<file path="src/rtl/pipe_pkg.sv">
// Shared definitions for the two-entry pipeline stage: occupancy states and default width.
package pipe_pkg;

    localparam int DEFAULT_WIDTH = 32;

    typedef enum logic [1:0] {
        EMPTY = 2'd0,
        ONE   = 2'd1,
        FULL  = 2'd2
    } state_t;

endpackage

</file>
<file path="src/rtl/pipe_en_reg.sv">
// Data register with load enable and synchronous active-low reset to a fixed value.
module pipe_en_reg #(
    parameter int               WIDTH      = 32,
    parameter logic [WIDTH-1:0] RESET_DATA = '0
) (
    input  logic             clk,
    input  logic             rst,
    input  logic             en,
    input  logic [WIDTH-1:0] d,
    output logic [WIDTH-1:0] q
);

    // NOTE: non-blocking assignment so every register samples pre-edge values.
    always_ff @(posedge clk) begin
        if (!rst) begin
            q <= RESET_DATA;
        end else if (en) begin
            q <= d;
        end
    end

endmodule

</file>
<file path="src/rtl/pipe_stage_reg.sv">
// Two-entry skid-buffered pipeline stage; in_ready is decoded from registered state only.
module pipe_stage_reg
    import pipe_pkg::*;
#(
    parameter int               WIDTH      = DEFAULT_WIDTH,
    parameter logic [WIDTH-1:0] RESET_DATA = '0
) (
    input  logic             clk,
    input  logic             rst,
    input  logic             in_valid,
    output logic             in_ready,
    input  logic [WIDTH-1:0] in_data,
    input  logic             flush,
    output logic             out_valid,
    input  logic             out_ready,
    output logic [WIDTH-1:0] out_data,
    output logic [1:0]       count
);

    state_t           state_q, state_d;
    logic             in_fire, out_fire;
    logic             main_en, skid_en;
    logic [WIDTH-1:0] main_d, skid_q;

    assign in_ready  = (state_q != FULL);
    assign out_valid = (state_q != EMPTY);
    assign count     = (state_q == FULL) ? 2'd2 : (state_q == ONE) ? 2'd1 : 2'd0;

    assign in_fire  = in_valid & in_ready & ~flush;
    assign out_fire = out_valid & out_ready;

    // NOTE: every output of this block gets a default first so no latch is inferred.
    always_comb begin
        state_d = state_q;
        main_en = 1'b0;
        skid_en = 1'b0;
        main_d  = in_data;
        unique case (state_q)
            EMPTY: begin
                if (in_fire) begin
                    state_d = ONE;
                    main_en = 1'b1;
                end
            end
            ONE: begin
                if (in_fire && out_fire) begin
                    main_en = 1'b1;
                end else if (in_fire) begin
                    state_d = FULL;
                    skid_en = 1'b1;
                end else if (out_fire) begin
                    state_d = EMPTY;
                end
            end
            FULL: begin
                if (out_fire) begin
                    state_d = ONE;
                    main_en = 1'b1;
                    main_d  = skid_q;
                end
            end
            default: state_d = EMPTY;
        endcase
        // Flush empties the stage and leaves both data registers untouched.
        if (flush) begin
            state_d = EMPTY;
            main_en = 1'b0;
            skid_en = 1'b0;
        end
    end

    always_ff @(posedge clk) begin
        if (!rst) begin
            state_q <= EMPTY;
        end else begin
            state_q <= state_d;
        end
    end

    pipe_en_reg #(.WIDTH(WIDTH), .RESET_DATA(RESET_DATA)) u_main (
        .clk (clk),
        .rst (rst),
        .en  (main_en),
        .d   (main_d),
        .q   (out_data)
    );

    pipe_en_reg #(.WIDTH(WIDTH), .RESET_DATA(RESET_DATA)) u_skid (
        .clk (clk),
        .rst (rst),
        .en  (skid_en),
        .d   (in_data),
        .q   (skid_q)
    );

endmodule
</file>
<file path="config.mk">
export PLATFORM = sky130hd
export DESIGN_NAME = pipe_stage_reg
export DESIGN_NICKNAME = d
export VERILOG_FILES = /design/src/rtl/pipe_pkg.sv /design/src/rtl/pipe_en_reg.sv /design/src/rtl/pipe_stage_reg.sv
export SDC_FILE = /design/constraint.sdc
export NUM_CORES = 1
export LEC_CHECK = 0
export BUFFER_PORTS_ARGS = -buffer_cell sky130_fd_sc_hd__buf_2
export CAP_MARGIN = 40
export CORE_MARGIN = 2
export CORE_UTILIZATION = 48
export CTS_CLUSTER_DIAMETER = 30
export DETAILED_ROUTE_END_ITERATION = 16
export PLACE_DENSITY_LB_ADDON = 0.1
export SYNTH_ARGS = -nofsm -noshare
export SYNTH_HDL_FRONTEND = slang
export SYNTH_SLANG_ARGS = --single-unit
</file>
<file path="constraint.sdc">
create_clock -name clk -period 1.45 [get_ports clk]
set_input_delay 0.145 -clock clk [delete_from_list [all_inputs] [get_ports clk]]
set_output_delay 0.145 -clock clk [all_outputs]
set_load 0.01 [all_outputs]
</file>
==> metrics <==
FMAX=709.7 MHz; Initial Util=49.31%; Main synth FF type=dfxtp_1; Req. time, crit path=1.72 ns; Worst Hold Class=in2reg; Syn Inst Count=316; CTS Buf Count=9; cell repeated most along the worst path=buf_4; xor and xnor area share after synthesis=0%; leak pwr=1.685 nW; synthesis-stage register bit count=66; DRC errors left=0; final setup fails=0; Yosys cell types=26; Max rail drop VDD=0.0008535 V; crit-path cells=buf_4 -> nor4bb_4 -> buf_4 -> buf_2 -> nand3_1 -> a21oi_1; top cell types by occurrence after synthesis=dfxtp_1, a211oi_1, a21oi_1; CP arrival=1.68 ns; Overflow after GRT=0; final hold slack=0.05410 ns; final cycle utilization of the critical path=97.17%; Longest Clk Path Bufs=2; Setup crit end kind=flop; Setup Skew=0.007228 ns; placeable core area=6277 µm²; CP max-delay cell=dfxtp_2; CTS tree=built; Placer Congestion=0.7746; mux cell area share after synthesis=10.83%; DIE AREA=7107 µm²; antenna-violating nets left=0; IO Port Bufs=72; worst rel slew slack=75.47%; final hold violation count=0; syn nets=353; ANT cells=0; status=completed; via count of the routed design=2752; area leader, netlist=dfxtp_1; largest stage delay on the critical path=0.34 ns; Crit path depth=6; 1st-iter DRT viols=90; final count of pins violating max slew=0; crit path max fanout=6; Net count, final=425; most frequent cell after synthesis=dfxtp_1; die height=84.31 µm; post-synth top area share=42.68%; max-cap violation count=0; min Tclk post-route=1.409 ns; clock-pin slew on the worst setup and hold paths=0.08 ns; Synth Area in Adders=0%; first-pass GRT wire length=13.44 mm; Tot GR Track Use=23.44%; DPL Wire Length=5.183 mm; CTS H-tree lvls=3; Pwr per Cell Area=1111 nW/µm²; CP delay by family, top=buffers and inverters; hold path depth=3; die width=84.31 µm; Rows=29; largest net degree at the start of global routing=65; total design power=4.335 mW; Post-Syn Area=3095 µm²; number of flops mapped to enable cells by yosys=0; P&R area growth vs syn=26.03%; WL final=8.275 mm; async set or reset register ratio after synthesis=0%; CTS sink cnt=66; vias per std cell=5.855; Avg Synthesized Cell Area=9.796 µm²; Reg2Reg Depth=6; vias in the first global route=2605; DR pass1 iterations=4; simple-gate portion of the synthesized area=8.205%; WL per Instance=17.61 µm; CTS Root Cell=clkbuf_8; Ports=73; Buf/Inv on CP=3; post-synthesis sequential area ratio=42.68%; post-route core utilization=62.15%; synth warn=0; top cells by area, synth=dfxtp_1, a211oi_2, mux2i_1; worst slew pin tran=0.3679 ns; Skew-Pair Late Insertion Delay=0.34 ns; type of origin of the critical path=flop; complex-gate fraction of the synthesized area=31.85%; Crit Path Category=reg2reg; initial antenna violation count=0; largest family of logic cells by synthesized area=compound AO/OA/AOI/OAI gates; share of cells above drive strength 1=40.97%
==> repair_timing <==
item | 4_1_cts | 5_1_grt
hold buffers | 0 | 0
resized for setup | 2 | 15
setup buffers | 0 | 2
gates cloned | 1 | 1
endpoints found under the setup margin | 8 | 66
pin swaps | 0 | 1
==> metrics by stage <==
stage / TNS, ns / cell area (µm²) / cells / setup WS (ns)
floorplan: 0 / 3095 / 316 / 0.03187
detailed placement: -0.05084 / 3585 / 450 / -0.02972
global placement: 0 / 3585 / 450 / 0.01576
finish: 0 / 3901 / 470 / 0.04099
CTS: 0 / 3820 / 467 / 0.01314
global route: -0.04997 / 3901 / 470 / -0.01365
==> kinds of logic after synthesis <==
kind of cell           Yosys count
DFF                             66
buffers and inverters           40
and+or+nand+nor                 45
muxes                           33
AOI/OAI and AO/OA              132
==> routing by layer <==
layer | share of wire (%) | vias to the layer above | track usage [%]
met5 | 0 | - | 0
met4 | 1.1 | 0 | 8.065
met3 | 3.7 | 12 | 3.835
met2 | 48 | 65 | 36.94
met1 | 47 | 1329 | 32.68
li1 | - | 1346 | -
==> where the power goes <==
part	switching, mW	internal (mW)
Clock	0.743	0.964
Sequential	0.0547	1.90
Combinational	0.387	0.285
==> worst reg2reg max path: cells and delay by family, from the launching register on <==
| family | cells | cell delay [ns] |
|---|---|---|
| buffers and inverters | 3 | 0.50 |
| AOI/OAI and AO/OA | 1 | 0.13 |
| and+or+nand+nor | 2 | 0.36 |
| DFF | 1 | 0.34 |
==> layout make-up <==
cell class / instances / area (µm²)
multi-input combinational: 211 / 1650
tap: 77 / 96.34
clock inverter: 7 / 93.84
fill: 551 / 2376
inverter: 3 / 11.26
sequential: 66 / 1324
clock buffer: 9 / 123.9
timing repair buffer: 97 / 601.8
==> registers in the layout, indices dropped and copies added (netlist names) <==
register  cells
u_main.q     32
u_skid.q     32
state_q       2
==> final timing paths <==
check,startpoint,end,slack [ns]
worst max-delay path,state_q[1],u_skid.q[9],0.04
worst min-delay path,in_data[6],u_skid.q[6],0.05
worst min register to register,u_skid.q[10],u_skid.q[10],0.48
worst max register to register,state_q[1],u_skid.q[9],0.04
==> cell usage in the layout (no fill, tap or decap), drive strengths merged <==
master | Yosys | routed
a211oi | 65 | 65
mux2i | 32 | 32
mux2 | 1 | 1
a21o | 2 | 3
nor2b | 1 | 1
o21ai | 32 | 32
nand4bb | 1 | 1
dfxtp | 66 | 66
clkinv | 0 | 3
clkbuf | 21 | 9
nand2 | 2 | 2
a21oi | 33 | 33
nand2b | 2 | 2
nand3b | 2 | 2
nor4bb | 1 | 1
nor2 | 1 | 1
nand3 | 32 | 32
buf | 16 | 97
or3b | 1 | 1
and4bb | 1 | 1
inv | 3 | 3
bufinv | 0 | 2
clkinvlp | 0 | 2
or2 | 1 | 1
No activity file was read; power rests on OpenSTA's default activity.
